[src/rtl/apb3_pkg.sv]
// Shared types and constants for the APB3 requester bridge.
package apb3_pkg;

  localparam int unsigned ApbDataWidth   = 32;
  localparam int unsigned DefaultTimeout = 1024;
  localparam int unsigned WaitCntWidth   = 16;

  typedef enum logic [1:0] {
    StIdle   = 2'd0,
    StSetup  = 2'd1,
    StAccess = 2'd2,
    StResp   = 2'd3
  } apb3_state_e;

  // Saturating increment; the wait counter must never wrap back to zero.
  function automatic logic [WaitCntWidth-1:0] sat_inc(input logic [WaitCntWidth-1:0] v);
    return (v == {WaitCntWidth{1'b1}}) ? v : v + {{(WaitCntWidth-1){1'b0}}, 1'b1};
  endfunction

endpackage

[src/rtl/apb3_master_bridge.sv]
// APB3 requester: turns a valid/ready command/response pair into one APB3 transfer at a time,
// honouring PREADY wait states and aborting hung slaves after a programmable timeout.
module apb3_master_bridge
  import apb3_pkg::*;
#(
  parameter int unsigned ADDR_WIDTH = 16,
  parameter int unsigned TIMEOUT    = DefaultTimeout
) (
  input  logic                    io_apb_PCLK,
  input  logic                    io_apb_PRESETn,
  input  logic                    cmd_valid,
  output logic                    cmd_ready,
  input  logic                    cmd_write,
  input  logic [ADDR_WIDTH-1:0]   cmd_addr,
  input  logic [ApbDataWidth-1:0] cmd_wdata,
  output logic                    rsp_valid,
  input  logic                    rsp_ready,
  output logic [ApbDataWidth-1:0] rsp_rdata,
  output logic                    rsp_error,
  output logic                    rsp_timeout,
  output logic [ADDR_WIDTH-1:0]   io_apb_PADDR,
  output logic                    io_apb_PSEL,
  output logic                    io_apb_PENABLE,
  output logic                    io_apb_PWRITE,
  output logic [ApbDataWidth-1:0] io_apb_PWDATA,
  input  logic                    io_apb_PREADY,
  input  logic [ApbDataWidth-1:0] io_apb_PRDATA,
  input  logic                    io_apb_PSLVERROR
);

  localparam logic [WaitCntWidth-1:0] TimeoutCnt = WaitCntWidth'(TIMEOUT);

  apb3_state_e             state_q;
  logic                    cmd_ready_q;
  logic                    rsp_valid_q;
  logic [ApbDataWidth-1:0] rsp_rdata_q;
  logic                    rsp_error_q;
  logic                    rsp_timeout_q;
  logic                    psel_q;
  logic                    penable_q;
  logic                    pwrite_q;
  logic [ADDR_WIDTH-1:0]   paddr_q;
  logic [ApbDataWidth-1:0] pwdata_q;
  logic [WaitCntWidth-1:0] wait_cnt_q;
  logic                    timeout_hit;

  // Abort once TIMEOUT not-ready ACCESS cycles have elapsed; a late PREADY still wins.
  assign timeout_hit = (TIMEOUT != 0) && (wait_cnt_q == TimeoutCnt);

  always_ff @(posedge io_apb_PCLK or negedge io_apb_PRESETn) begin
    if (!io_apb_PRESETn) begin
      state_q       <= StIdle;
      cmd_ready_q   <= 1'b1;
      rsp_valid_q   <= 1'b0;
      rsp_rdata_q   <= '0;
      rsp_error_q   <= 1'b0;
      rsp_timeout_q <= 1'b0;
      psel_q        <= 1'b0;
      penable_q     <= 1'b0;
      pwrite_q      <= 1'b0;
      paddr_q       <= '0;
      pwdata_q      <= '0;
      wait_cnt_q    <= '0;
    end else begin
      unique case (state_q)
        StIdle: begin
          if (cmd_valid) begin
            paddr_q     <= {cmd_addr[ADDR_WIDTH-1:2], 2'b00};
            pwrite_q    <= cmd_write;
            pwdata_q    <= cmd_wdata;
            psel_q      <= 1'b1;
            cmd_ready_q <= 1'b0;
            state_q     <= StSetup;
          end
        end
        StSetup: begin
          penable_q  <= 1'b1;
          wait_cnt_q <= '0;
          state_q    <= StAccess;
        end
        StAccess: begin
          if (io_apb_PREADY) begin
            rsp_rdata_q   <= pwrite_q ? '0 : io_apb_PRDATA;
            rsp_error_q   <= io_apb_PSLVERROR;
            rsp_timeout_q <= 1'b0;
            rsp_valid_q   <= 1'b1;
            psel_q        <= 1'b0;
            penable_q     <= 1'b0;
            state_q       <= StResp;
          end else if (timeout_hit) begin
            rsp_rdata_q   <= '0;
            rsp_error_q   <= 1'b1;
            rsp_timeout_q <= 1'b1;
            rsp_valid_q   <= 1'b1;
            psel_q        <= 1'b0;
            penable_q     <= 1'b0;
            state_q       <= StResp;
          end else begin
            wait_cnt_q <= sat_inc(wait_cnt_q);
          end
        end
        StResp: begin
          if (rsp_ready) begin
            rsp_valid_q <= 1'b0;
            cmd_ready_q <= 1'b1;
            state_q     <= StIdle;
          end
        end
        default: begin
          state_q <= StIdle;
        end
      endcase
    end
  end

  assign cmd_ready      = cmd_ready_q;
  assign rsp_valid      = rsp_valid_q;
  assign rsp_rdata      = rsp_rdata_q;
  assign rsp_error      = rsp_error_q;
  assign rsp_timeout    = rsp_timeout_q;
  assign io_apb_PADDR   = paddr_q;
  assign io_apb_PSEL    = psel_q;
  assign io_apb_PENABLE = penable_q;
  assign io_apb_PWRITE  = pwrite_q;
  assign io_apb_PWDATA  = pwdata_q;

endmodule

[config.mk]
export PLATFORM = sky130hd
export DESIGN_NAME = apb3_master_bridge
export DESIGN_NICKNAME = d
export VERILOG_FILES = /design/src/rtl/apb3_pkg.sv /design/src/rtl/apb3_master_bridge.sv
export SDC_FILE = /design/constraint.sdc
export NUM_CORES = 1
export LEC_CHECK = 0
export BUFFER_PORTS_ARGS = -buffer_cell sky130_fd_sc_hd__buf_2
export CORE_MARGIN = 2
export CORE_UTILIZATION = 52
export CTS_BUF_LIST = sky130_fd_sc_hd__clkbuf_16
export DETAILED_ROUTE_END_ITERATION = 8
export PLACE_DENSITY = 0.94
export SYNTH_ARGS = -nofsm -noshare
export SYNTH_HDL_FRONTEND = slang
export SYNTH_SLANG_ARGS = --single-unit
[constraint.sdc]
create_clock -name io_apb_PCLK -period 3.9 [get_ports io_apb_PCLK]
set_clock_uncertainty 0.2 [all_clocks]
set_input_delay 0 -clock io_apb_PCLK [delete_from_list [all_inputs] [get_ports io_apb_PCLK]]
set_output_delay 0 -clock io_apb_PCLK [all_outputs]
set_load 0.02 [all_outputs]
Word level (Yosys, flattened, before mapping)
Cells that the tools add are included.
{"block": "classes", "addsub": 1, "reduce_logical": 14, "mux": 26, "n_eq_ne": 11}
{"op": "$mux 32", "count": 3}
{"op": "$mux 16", "count": 3}
{"op": "$pmux 16 s2", "count": 1}
{"op": "$add 16x1->16 const B", "count": 1}
{"op": "$eq 16x11->1 const B", "count": 1}
{"op": "$eq 16x16->1 const B", "count": 1}
{"op": "$reduce_and 3->1", "count": 4}
{"op": "$mux 1", "count": 10}
{"op": "$ne 2x2->1 const B", "count": 5}
{"op": "$reduce_bool 2->1", "count": 5}
{"op": "$mux 2", "count": 4}
{"op": "$pmux 1 s2", "count": 4}
{"op": "$pmux 2 s4", "count": 1}
{"op": "$reduce_and 2->1", "count": 3}
{"op": "$eq 2x2->1 const B", "count": 2}
{"op": "$reduce_and 4->1", "count": 1}
{"op": "$ne 3x3->1 const B", "count": 1}
{"op": "$eq 2x1->1 const B", "count": 1}
{"op": "$logic_not 2->1", "count": 1}
{"block": "totals", "output_inout_bits": 87, "inputBits": 87, "word_cells": 64, "regBits": 103}

Logic depth before layout (Yosys ltp)
{"block": "logic_depth", "ltp_word": 5, "ltp_mapped": 8}

Worst setup path before layout
Ideal clock, no wire load.
{"block": "synth_timing", "path_type": "register to register", "from": "register wait_cnt_q[0]", "to": "register wait_cnt_q[1]", "path_buffers": 1, "path_stages_with_launch": 7, "required_time_ns": 3.579, "path_slack_ns": 1.708, "setup_time_ns": 0.121, "arrival_time_ns": 1.871, "cell_sequence": "dfrtp_1 -> ha_1 -> nand4_4 -> or4_4 -> buf_6 -> and2_4 -> a32o_2"}
{"block": "synth_between", "elab_chain_cells": 5, "elab_cells_between_ends": 10, "cone_classes": "add/sub (1); eq/ne (4); mux (4); reduce/logical (1)"}
{"element": "start, declared", "line_no": "apb3_master_bridge.sv:44", "source": "logic [WaitCntWidth-1:0] wait_cnt_q;"}
{"element": "start signal, assigned", "line_no": "apb3_master_bridge.sv:99", "source": "wait_cnt_q <= sat_inc(wait_cnt_q);"}
{"element": "$add 16x1->16", "line_no": "apb3_pkg.sv:17", "source": "return (v == {WaitCntWidth{1'b1}}) ? v : v + {{(WaitCntWidth-1){1'b0}}, 1'b1};"}
{"element": "$mux 16", "line_no": "apb3_pkg.sv:17"}
{"element": "$mux 16", "line_no": "apb3_master_bridge.sv:90", "source": "end else if (timeout_hit) begin"}
{"element": "$mux 16", "line_no": "apb3_master_bridge.sv:82", "source": "if (io_apb_PREADY) begin"}
{"element": "$pmux 16 s2", "line_no": "apb3_master_bridge.sv:65", "source": "unique case (state_q)"}
Several ways; a longest one is shown, not always the timed one. The select of a mux whose other input is x is not followed.
A chain may end at the register's enable or synchronous reset.

Final worst setup path
{"block": "layout_timing", "from": "register wait_cnt_q[0]", "to": "register rsp_error_q (netlist: rsp_error)"}
{"block": "layout_between", "elab_chain_cells": 3}
{"element": "$eq 16x11->1", "line_no": "apb3_master_bridge.sv:48", "source": "assign timeout_hit = (TIMEOUT != 0) && (wait_cnt_q == TimeoutCnt);"}
{"element": "$reduce_bool 2->1 (no line)"}
{"element": "$reduce_and 2->1 (no line)"}
{"element": "end signal, assigned", "line_no": "apb3_master_bridge.sv:84", "source": "rsp_error_q <= io_apb_PSLVERROR;"}
{"element": "end, declared", "line_no": "apb3_master_bridge.sv:37", "source": "logic rsp_error_q;"}
No other way between the ends.

==> results.yml <==
outcome:
  status: "finished, final reports clean"
clock_network:
  post_cts_buffers: 0
  clk_pin_slew_ns: 0.07
  cts_buffer_depth: 2
  cts_tree: "built"
  cts_sinks: 103
  worstSkewPairLatency_ns: 0.33
  hold_buffers: 86
  post_cts_resized: 0
  htreeDepth: 3
  clockRootBuffer: "clkbuf_16"
  cts_buffers: 9
final_layout:
  final_common_cell: "buf_2"
  finalNonFillerCells: 755
  final_nets: 739
  syn_to_final_growth_pct: 46.2
  antenna_cells: 0
  drive_gt1_share_pct: 38.5
  mostFrequentLayoutCells: "buf_2, dfrtp_1, dlygate4sd3_1"
  fillers: 483
placement:
  place_ws_ns: 1.40
  placed_cells: 653
  gp_congestion: 0.928
  place_hpwl_microns: 7510
  port_buffers: 169
floorplanning:
  fp.dieW_microns: 96.7
  dieArea_sq_mm: 0.00936
  die_h_microns: 96.7
  fp.coreArea_sq_mm: 0.00826
  start_util_pct: 54.2
  io_pins: 174
  rows: 33
critical_path:
  cp.depth: 8
  rr_worst_depth: 8
  crit_slowest_cell: "dlygate4sd3_1"
  end_kind: "flip-flop"
  crit_fanout: 34
  cp_cell_sequence: "inv_1 -> ha_1 -> nor3b_1 -> a41oi_2 -> nor2_2 -> buf_4 -> o22a_1 -> dlygate4sd3_1"
  critical_path_class: "reg -> reg"
  cp_top_family: "buffers and inverters"
  cpPeakStageDelay_ns: 0.55
  cp_data_required_time_ns: 3.97
  path_buf_inv: 3
  startpoint_type: "flip-flop"
  cp.arrival_ns: 3.08
synth:
  synth-seq-area-share_pct: 57.7
  synth_cell_types: 48
  syn_inst: 398
  mappedNetlistArea_sq_mm: 0.00447
  yosysTopAreaCellShare_pct: 57.1
  synthTopCellsByArea: "dfrtp_1, mux2_2, nand2_1"
  synth_warnings: 0
  syn_area_per_cell_sq_um: 11.2
  synth_top_cell_by_area: "dfrtp_1"
  synth_edf_count: 0
  async_flop_share_pct: 100
  ys_seq_elements: 103
  synth_ff_type: "dfrtp_1"
drt:
  wl_per_cell_microns: 17.3
  routed_wl_microns: 13100
  num_vias: 4121
  drt_iter0_drc: 268
  drc: 0
  routed_via_density: 5.46
  ant_nets: 0
  drtPass1Iterations: 5
timing:
  rsz0062_at_grt: "no"
  setup_slack_ns: 0.882
  worstMarginPinSlew_ns: 1.29
  setup_viol: 0
  slew_headroom_pct: 13.3
  hold_viol_final: 0
  tns_ns: 0
  period_share_pct: 77.4
  max_freq_mhz: 331
  final_max_slew_viol_count: 0
  finalCriticalPeriod_ns: 3.02
pwr:
  powerDensity_mw_per_mm2: 683
  peakVddDrop_uv: 379
  power_w: 0.00446
  p_leak_nw: 3.33
grt:
  antenna_found_initial: 0
  grt_first_pass_wirelength_microns: 21700
  grt_max_degree: 70
  grt_overflow: 0
  grt_pass1_vias: 4435
  grt_usage_pct: 28.5
run:
  maxCapViolCount: 0
worst_hold_path:
  hp-class: "in -> async"
path summary, 6_finish.rpt:
check	end	slack (ns)	from
max in group asynchronous	cmd_ready	2.37	io_apb_PRESETn
worst min register to register	rsp_rdata[16]	0.27	rsp_rdata[16]
min in group io_apb_PCLK	rsp_rdata[9]	0.22	io_apb_PRDATA[9]
worst max register to register	rsp_error	0.88	wait_cnt_q[0]
worst max-delay path	rsp_error	0.88	wait_cnt_q[0]
worst min-delay path	rsp_rdata[6]	0.16	io_apb_PRESETn
per-stage QoR:
step                      hold WS (ns)  utilization (%)  instance area (sq um)
after floorplan                 -0.496                -                   4480
after global placement         -0.0488             65.1                   5370
after detailed placement       -0.0350             65.1                   5370
after CTS                        0.153             79.2                   6540
after global routing             0.221             79.2                   6540
final                            0.158             79.2                   6540
worst reg2reg max path: cells and delay by family, from the launching register on:
| family | cells | cell delay [ns] |
|---|---|---|
| compound gates | 2 | 0.64 |
| fa+ha+maj | 1 | 0.13 |
| buf+inv | 3 | 1.01 |
| flops | 1 | 0.44 |
| simple gates | 2 | 0.53 |
where the power goes:
group | internal (W) | switching [W]
logic | 0.000747 | 0.00113
clock network | 0.000506 | 0.000401
registers | 0.00145 | 0.000227
total | 0.00270 | 0.00176
final cells by class:
| cell class | instances | area (sq um) | area share [%] |
|---|---|---|---|
| Inverter | 8 | 30.0 | 0.459 |
| Sequential cell | 103 | 2580 | 39.5 |
| Timing Repair Buffer | 259 | 1740 | 26.6 |
| Clock inverter | 7 | 77.6 | 1.19 |
| Multi-Input combinational cell | 264 | 1750 | 26.8 |
| Tap cell | 105 | 131 | 2.01 |
| Clock buffer | 9 | 225 | 3.45 |
cell usage after synthesis, drive strengths merged, types with 2 or more instances:
cell and count:
dfrtp 102, nand2 84, mux2 47, nand3 40, clkbuf 17, nand4 10, o21ai 10, nor2 8
buf 7, ha 7, inv 7, a21oi 6, o31ai 6, mux2i 5, a31oi 4, nor4 4
a21o 3, a22o 3, a41oi 3, nor3 3, o211ai 3, nor2b 2
registers in the layout (all words and copies together), names as in the netlist, 2 cells and up:
register / count
wait_cnt_q: 16
io_apb_PWDATA: 32
state_q: 2
rsp_rdata: 32
io_apb_PADDR: 14
kinds of logic (layout without fill, tap and decap cells):
kind of cell	count (synthesis)	in the layout	synth area share, %
XOR/XNOR	1	1	0.196
flip-flops	103	103	57.7
multiplexers	52	52	13.0
AO/OA/AOI/OAI	45	45	7.33
buffers and inverters	32	283	3.30
adder cells (fa/ha/maj)	7	7	1.96
AND/OR/NAND/NOR	157	157	16.5
other	1	2	0.0839
layer usage:
| layer | routed length [microns] | vias up | part of all wire (%) | GRT usage, % |
|---|---|---|---|---|
| li1 | - | 1884 | - | - |
| met4 | 323 | 0 | 2.5 | 10.2 |
| met5 | 0 | - | 0 | 0 |
| met2 | 6780 | 200 | 52 | 50.3 |
| met3 | 870 | 33 | 6.7 | 5.42 |
| met1 | 5080 | 2004 | 39 | 34.8 |
Note: power is estimated with default switching activity, not from simulation.
